## src/rtl/noise_video_gen.sv

```systemverilog
// noise_video_gen: divided pixel timing with a 16-bit LFSR luma source.
// Frame mode (PAL / line-doubled) is frozen at each frame wrap.
module noise_video_gen (
  input  logic       clk,
  input  logic       reset_n,
  input  logic       pal,
  input  logic       scandouble,
  output logic       ce_pix,
  output logic       HBlank,
  output logic       HSync,
  output logic       VBlank,
  output logic       VSync,
  output logic [7:0] video
);

  localparam logic [15:0] SEED   = 16'hACE1;
  localparam logic [8:0]  H_LAST = 9'd399;

  logic [1:0]  div_q, div_d;
  logic        ce_q, ce_d;
  logic        first_q;
  logic        pal_q, pal_d;
  logic        dbl_q, dbl_d;
  logic [8:0]  hc_q, hc_d;
  logic [9:0]  vc_q, vc_d;
  logic [15:0] lfsr_q, lfsr_d;
  logic [15:0] seed_q, seed_d;
  logic [15:0] src;
  logic        hb_q, hb_d, hs_q, hs_d;
  logic        vb_q, vb_d, vs_q, vs_d;
  logic [7:0]  vid_q, vid_d;
  logic [9:0]  v_last, vb_start;
  logic [9:0]  vs_start, vs_end;
  logic        line_end, frame_end;
  logic        restore, act_d;

  always_comb begin
    div_d     = div_q + 2'd1;
    line_end  = ce_q && (hc_q == H_LAST);
    unique case ({pal_q, dbl_q})
      2'b00: v_last = 10'd261;
      2'b10: v_last = 10'd311;
      2'b01: v_last = 10'd523;
      2'b11: v_last = 10'd623;
    endcase
    frame_end = line_end && (vc_q >= v_last);

    pal_d = pal_q;
    dbl_d = dbl_q;
    if (first_q || frame_end) begin
      pal_d = pal;
      dbl_d = scandouble;
    end
    ce_d = dbl_d ? div_d[0] : (div_d == 2'd3);

    hc_d = hc_q;
    vc_d = vc_q;
    if (ce_q)
      hc_d = line_end ? 9'd0 : hc_q + 9'd1;
    if (line_end)
      vc_d = frame_end ? 10'd0 : vc_q + 10'd1;

    vb_start = dbl_d ? 10'd480 : 10'd240;
    unique case ({pal_d, dbl_d})
      2'b00: begin vs_start = 10'd244; vs_end = 10'd246; end
      2'b10: begin vs_start = 10'd270; vs_end = 10'd272; end
      2'b01: begin vs_start = 10'd488; vs_end = 10'd493; end
      2'b11: begin vs_start = 10'd540; vs_end = 10'd545; end
    endcase

    hb_d = hb_q;
    hs_d = hs_q;
    vb_d = vb_q;
    vs_d = vs_q;
    if (ce_q) begin
      hb_d = (hc_d >= 9'd320);
      hs_d = (hc_d >= 9'd336) && (hc_d <= 9'd367);
      vb_d = (vc_d >= vb_start);
      vs_d = (vc_d >= vs_start) && (vc_d <= vs_end);
    end
    act_d = (hc_d < 9'd320) && (vc_d < vb_start);

    // odd doubled line replays the noise saved at its even twin
    restore = line_end && dbl_d && vc_d[0];
    src     = restore ? seed_q : lfsr_q;
    seed_d  = seed_q;
    if (line_end && !restore)
      seed_d = lfsr_q;

    lfsr_d = lfsr_q;
    vid_d  = vid_q;
    if (ce_q) begin
      vid_d  = 8'h00;
      lfsr_d = src;
      if (src == 16'h0000) begin
        lfsr_d = SEED;
      end else if (act_d) begin
        vid_d  = src[7:0];
        lfsr_d = {src[14:0], src[15] ^ src[13] ^ src[12] ^ src[10]};
      end
    end
  end

  always_ff @(posedge clk or negedge reset_n) begin
    if (!reset_n) begin
      div_q   <= 2'd0;
      ce_q    <= 1'b0;
      first_q <= 1'b1;
      pal_q   <= 1'b0;
      dbl_q   <= 1'b0;
      hc_q    <= 9'd0;
      vc_q    <= 10'd0;
      lfsr_q  <= SEED;
      seed_q  <= SEED;
      hb_q    <= 1'b0;
      hs_q    <= 1'b0;
      vb_q    <= 1'b0;
      vs_q    <= 1'b0;
      vid_q   <= 8'h00;
    end else begin
      div_q   <= div_d;
      ce_q    <= ce_d;
      first_q <= 1'b0;
      pal_q   <= pal_d;
      dbl_q   <= dbl_d;
      hc_q    <= hc_d;
      vc_q    <= vc_d;
      lfsr_q  <= lfsr_d;
      seed_q  <= seed_d;
      hb_q    <= hb_d;
      hs_q    <= hs_d;
      vb_q    <= vb_d;
      vs_q    <= vs_d;
      vid_q   <= vid_d;
    end
  end

  assign ce_pix = ce_q;
  assign HBlank = hb_q;
  assign HSync  = hs_q;
  assign VBlank = vb_q;
  assign VSync  = vs_q;
  assign video  = vid_q;

endmodule

```

## config.mk

```make
export PLATFORM = sky130hd
export DESIGN_NAME = noise_video_gen
export DESIGN_NICKNAME = d
export VERILOG_FILES = /design/src/rtl/noise_video_gen.sv
export SDC_FILE = /design/constraint.sdc
export NUM_CORES = 1
export LEC_CHECK = 0
export ABC_CLOCK_PERIOD_IN_PS = 4500
export CAP_MARGIN = 20
export CORE_ASPECT_RATIO = 2
export CORE_MARGIN = 2
export CORE_UTILIZATION = 50
export DETAILED_ROUTE_END_ITERATION = 6
export PLACE_DENSITY = 0.67
export SLEW_MARGIN = 15
export SYNTH_ARGS = -nofsm -noshare
export SYNTH_HDL_FRONTEND = slang
export SYNTH_SLANG_ARGS = --single-unit
```

## constraint.sdc

```tcl
create_clock -name clk -period 4.5 [get_ports clk]
set_clock_uncertainty 0.05 [all_clocks]
set_input_delay 1.35 -clock clk [delete_from_list [all_inputs] [get_ports clk]]
set_output_delay 1.35 -clock clk [all_outputs]
set_load 0.03 [all_outputs]
```

After elaboration in Yosys (flattened, before gate mapping) --
Index checks and enable logic that the tools add are counted.
Storage, ports and cells: flip-flop bits (word level) 69, bits in latches 0, bits in writable memories 0, bits in read-only memories 0, output and inout port bits 13, word-level logic and storage cells 66, memories kept 0
Cells by class: $add $sub $neg 3, multiply operators 0, divide/modulo/power cells 0, magnitude comparators 9, equal/unequal tests 8, shift operators 0, multiplexer cells 16, bitwise logic cells 3, reduce and logical (&&, ||, !) cells 13
Operator list (number):
- 10-bit case mux with 4 select lines | 3
- 16-bit 2-to-1 mux | 3
- 9-bit 2-to-1 mux | 3
- 10-bit >= comparator | 2
- 10-bit 2-to-1 mux | 2
- 9-bit >= comparator (second input constant) | 2
- 16-bit zero test | 1
- 8-bit 2-to-1 mux | 2
- 10-bit by 1-bit adder with 10-bit output (second input constant) | 1
- 2-bit equality test (second input constant) | 5
- 10-bit by 9-bit >= comparator with 1-bit output | 1
- 10-bit less-or-equal comparator | 1
- 10-bit by 9-bit less-than comparator with 1-bit output | 1
- 9-bit by 1-bit adder with 9-bit output (second input constant) | 1
- 9-bit equality test (second input constant) | 1
- 9-bit less-or-equal comparator (second input constant) | 1
- 9-bit less-than comparator (second input constant) | 1
- 1-bit logical AND | 8
- 2-bit by 1-bit equality test with 1-bit output (second input constant) | 2
- 2-bit zero test | 2
- 1-bit 2-to-1 mux | 3
- 1-bit XOR | 3
- 2-bit by 1-bit adder with 2-bit output (second input constant) | 1
- 1-bit zero test | 1
- 1-bit logical OR | 1

Logic depth before layout (Yosys ltp) --
word-level depth 14, gate-level depth with buffers 20

Worst setup path before layout --
No wires, ideal clock.
path kind register to register, from register dbl_q, to register vs_q (netlist: VSync), arrival 3.683 ns, required time 4.309 ns, slack 0.626 ns, stages on the path, launching flop included 18, buffers on the path 0, cells stage by stage dfrtp_1 inv_1 nand2_1 ha_1 nand4_1 o221ai_1 nand2_1 nand2_1 a21oi_1 mux2i_1 inv_1 ha_1 ha_1 a211o_1 a211o_1 a31oi_1 or4_1 a31oi_1
On the way: longest elaborated chain between the ends 10
Ends and longest elaborated chain:
- start, declared | line 23 | logic dbl_q, dbl_d;
- start signal, assigned | line 125 | dbl_q <= dbl_d;
- 2-bit equality test (tied with other cells) | line 40 | unique case ({pal_q, dbl_q})
- 10-bit case mux with 4 select lines | line 40
- 10-bit >= comparator | line 46 | frame_end = line_end && (vc_q >= v_last);
- 1-bit logical AND | line 46
- 1-bit logical OR | line 50 | if (first_q || frame_end) begin
- 1-bit 2-to-1 mux * | line 50
- via dbl_d | line 23
- 2-bit equality test (tied with other cells) | line 64 | unique case ({pal_d, dbl_d})
- 10-bit case mux with 4 select lines | line 64
- 10-bit >= comparator / 10-bit less-or-equal comparator (equally long branches) | line 79 | vs_d = (vc_d >= vs_start) && (vc_d <= vs_end);
- 1-bit logical AND * | line 79
- end signal, assigned | line 133 | vs_q <= vs_d;
- end, declared | line 30 | logic vb_q, vb_d, vs_q, vs_d;
Mark *: on every way through the listed nets, which the timed path passes. The rest lies on a longest branch. The select of a mux whose other input is x is not followed. A chain may end at the register's enable or synchronous reset.

Worst setup path after layout --
from register dbl_q, to register lfsr_q[3]
On the way: longest elaborated chain between the ends 11
Ends and longest elaborated chain:
- 2-bit equality test (tied with other cells) | line 40
- 10-bit case mux with 4 select lines | line 40
- 10-bit >= comparator | line 46
- 1-bit logical AND | line 46
- 1-bit logical OR | line 50
- 1-bit 2-to-1 mux | line 50
- 9-bit 2-to-1 mux / 1-bit logical AND (equally long branches) | line 63, 84
- 10-bit by 9-bit less-than comparator with 1-bit output / 1-bit logical AND (equally long branches) | line 81, 84
- 1-bit logical AND / 16-bit 2-to-1 mux (equally long branches) | line 81, 85
- 16-bit 2-to-1 mux / 16-bit zero test (equally long branches) | line 97, 95
- 16-bit 2-to-1 mux * | line 95 | if (src == 16'h0000) begin
- end signal, assigned | line 128 | lfsr_q <= lfsr_d;
- end, declared | line 26 | logic [15:0] lfsr_q, lfsr_d;
Mark *: on every way between the ends. The rest lies on a longest branch, timed or not. The select of a mux whose other input is x is not followed.

==> flow_summary_export.csv <==
group,metric,value,unit
run_status,outcome,"finished clean",
setup_path,cpMostUsedCell,"nand2_1",
placement,dp_hpwl,8190,um
setup_path,critPathKind,"reg -> reg",
power_and_ir_drop,switching_share,32.3,%
floorplanning,die_w,70.4,um
floorplanning,core_area,8590,um^2
sta,layout_setup_ws,336,ps
sta,fin_setup_tns,0,ps
placement,place.gp.congestion,0.900,
logic_synthesis,synth_seq_cells,69,
clocking,clkTransAtPathRegs,60,ps
floorplanning,row_count,48,
global_routing,grt_pass1_vias,3503,
power_and_ir_drop,finalPower,2230,uW
global_routing,grt_max_degree,45,
hold_path,hold_path_class,"reg -> reg",
hold_path,min_from,"div_q[0]",
floorplanning,dieHeight,137,um
route,drt_first_iter_violations,193,
clocking,cts.sinks,69,
power_and_ir_drop,powerDensity,448,nW/um^2
route,wl_per_cell,20.0,um
power_and_ir_drop,combPwrFrac,26.1,%
setup_path,cpMaxStageDelayCell,"o221ai_1",
logic_synthesis,synth_seq_area_share,39.7,%
hold_path,hold_depth,1,
power_and_ir_drop,clockPowerShare,33.5,%
setup_path,r2r-end,"lfsr_q[3]",
run,drv_cap,0,
final_layout,n_antenna_cell,0,
sta,hold_viol,0,
global_routing,grtUsageTotal,24.5,%
logic_synthesis,ys_types,67,
power_and_ir_drop,internal-power,1510,uW
logic_synthesis,syn-num-nets,461,
sta,setup_viol,0,
clocking,cts-resized-gates,0,
clocking,cts_tree,"yes",
sta,relSlewSlack,46.8,%
hold_path,min_to,"div_q[0]",
sta,worst_pin_slew,799,ps
logic_synthesis,synth.avg_cell_area,10.4,um^2
setup_path,slowest_delay,480,ps
placement,io_buffers,16,
route,vias,3480,
power_and_ir_drop,leakage,0.00235,uW
logic_synthesis,synth_ff_type,"dfrtp_1",
logic_synthesis,synthArstFlopShare,100,%
clocking,postCtsHoldBufs,0,
power_and_ir_drop,seqPwrFrac,40.4,%
sta,rsz0062_at_grt,"false",
sta,period_share,92.5,%
floorplanning,io_pins,17,
setup_path,r2r_start,"dbl_q",
logic_synthesis,synth_edf_count,0,
setup_path,worstPathMaxFanout,9,
route,routed_wirelength,11000,um
power_and_ir_drop,ir_drop,0.234,mV
floorplanning,start_util,51.3,%
setup_path,ff2ff_setup_slack,340,ps
global_routing,grt_pass1_wl,17900,um
setup_path,cp_data_required_time,4670,ps
global_routing,grt_antenna_before_repair,0,
route,postRouteAntennaNets,0,
logic_synthesis,syn_inst,424,
logic_synthesis,syn-cell-area,4400,um^2
setup_path,crit_buf_inv,3,
setup_path,end_kind,"register",
final_layout,fin_area,4970,um^2
setup_path,crit_path_start,"dbl_q",
setup_path,worst_path_dominant_cell_family,"compound AO/OA/AOI/OAI gates",
clocking,cts_buffers,9,
clocking,clock_latency,340,ps
final_layout,final_cells,549,
clocking,clockBufferDepth,2,
route,drc,0,
sta,finalCriticalPeriod,4160,ps
clocking,root_buffer,"clkbuf_16",
route,viasPerCell,6.34,
final_layout,nets,481,
placement,place_area,4650,um^2
route,first_pass_iters,4,
setup_path,rr_worst_depth,17,
setup_path,worstPathArrival,4340,ps
final_layout,area_growth,13.0,%
sta,max_freq,240,MHz
power_and_ir_drop,p_sw,720,uW
final_layout,drive_above_1_share,20.3,%
sta,slew_violations,0,
setup_path,crit_chain,"inv_1 -> nand2_1 -> ha_1 -> nand4_1 -> o221ai_1 -> nand2_1 -> nand2_1 -> a21oi_1 -> mux2i_1 -> buf_4 -> ha_1 -> a41oi_1 -> and3_1 -> o211a_1 -> buf_4 -> o21ai_0 -> a22o_1",
placement,dp.cells,533,
clocking,cts_max_level,3,
setup_path,startpoint_type,"register",
global_routing,grt_overflow,0,
floorplanning,die_area,9620,um^2
clocking,post-cts-setup-buffers,0,
placement,pre_cts_ws,370,ps
logic_synthesis,yosys_warnings,0,
[worst max-delay path by stage]
stage | end | slack, ps | cells past startpoint
final | lfsr_q[3] | 340 | 17
after global routing | lfsr_q[3] | 20 | 17
after CTS | lfsr_q[3] | 360 | 17
after detailed placement | VSync | 370 | 18
after global placement | VSync | 480 | 18
after floorplan | VSync | 630 | 17
[state kept, by name, summed over array words and instances (netlist names), 2 cells and up]
name / cells
div_q: 2
hc_q: 9
lfsr_q: 16
seed_q: 16
vc_q: 10
video: 8
[metrics by stage]
stage               hold WS [ps]  utilization, %
CTS                          416            57.9
detailed placement           408            54.2
global placement             409            54.2
floorplan                    345               -
global route                 429            57.9
finish                       418            57.9
[power by group through the flow]
| stage | registers, uW | clock network [uW] | logic (uW) |
|---|---|---|---|
| global placement | 903 | 0 | 565 |
| floorplan | 926 | 0 | 351 |
| detailed placement | 903 | 0 | 578 |
| CTS | 898 | 759 | 585 |
| finish | 900 | 747 | 581 |
| global route | 924 | 794 | 637 |
[placed cells by master, fill, tap and decap left out, types with 15 or more instances in the layout]
cell type	n
nor2_1	28
dfstp_2	17
dfrtp_1	52
nand2_1	30
o21ai_0	16
inv_1	26
clkdlybuf4s50_1	15
mux2i_1	26
mux2_2	27
ha_1	33
[kinds of logic after synthesis]
kind of cell	after synthesis	share of synthesized area, %
other	1	0.0852
flip-flops	69	39.7
buffers and inverters	47	5.31
AND/OR/NAND/NOR	116	13.8
AO/OA/AOI/OAI	92	15.9
adder cells (fa/ha/maj)	33	9.38
XOR/XNOR	10	1.99
multiplexers	56	13.8
[routing by layer]
layer	GRT usage, %	vias up	share of wire [%]
met5	0	-	0
met4	15.1	0	5.6
met3	4.27	46	2.8
met2	45.4	92	56
met1	24.8	1714	36
li1	-	1628	-
[Yosys cell counts (3+ instances only)]
library cell	n	area share, %
a311oi_1	4	0.80
a31oi_1	5	0.71
inv_1	26	2.2
nand3_1	8	0.91
o21ai_0	16	1.8
nor2_1	28	2.4
buf_6	5	1.3
mux2_2	27	6.9
or3_1	5	0.71
mux2_4	3	1.0
o22ai_1	3	0.43
o22a_1	4	0.80
nor3_1	5	0.57
ha_1	33	9.4
and3_1	4	0.57
nor4_1	9	1.3
nand2_1	30	2.6
a221oi_1	6	1.2
xor2_1	7	1.4
mux2i_1	26	5.9
a21oi_1	14	1.6
dfstp_2	17	10
xnor2_1	3	0.60
dfrtp_1	52	30
a21o_1	4	0.68
clkbuf_1	7	0.60
nand4_1	10	1.4
or4_1	3	0.51
o32ai_1	4	0.80
buf_2	7	0.80
a211o_1	4	0.80
or2_2	3	0.43
[final cells by class]
type | count | area, um^2
inverters | 26 | 97.6
flip-flops and latches | 69 | 1750
clock inverters | 4 | 55.1
fillers | 752 | 3610
well taps | 100 | 125
repair buffers | 30 | 260
multi-input cells | 308 | 2420
clock buffers | 12 | 267
(Power assumes the default switching activity.)
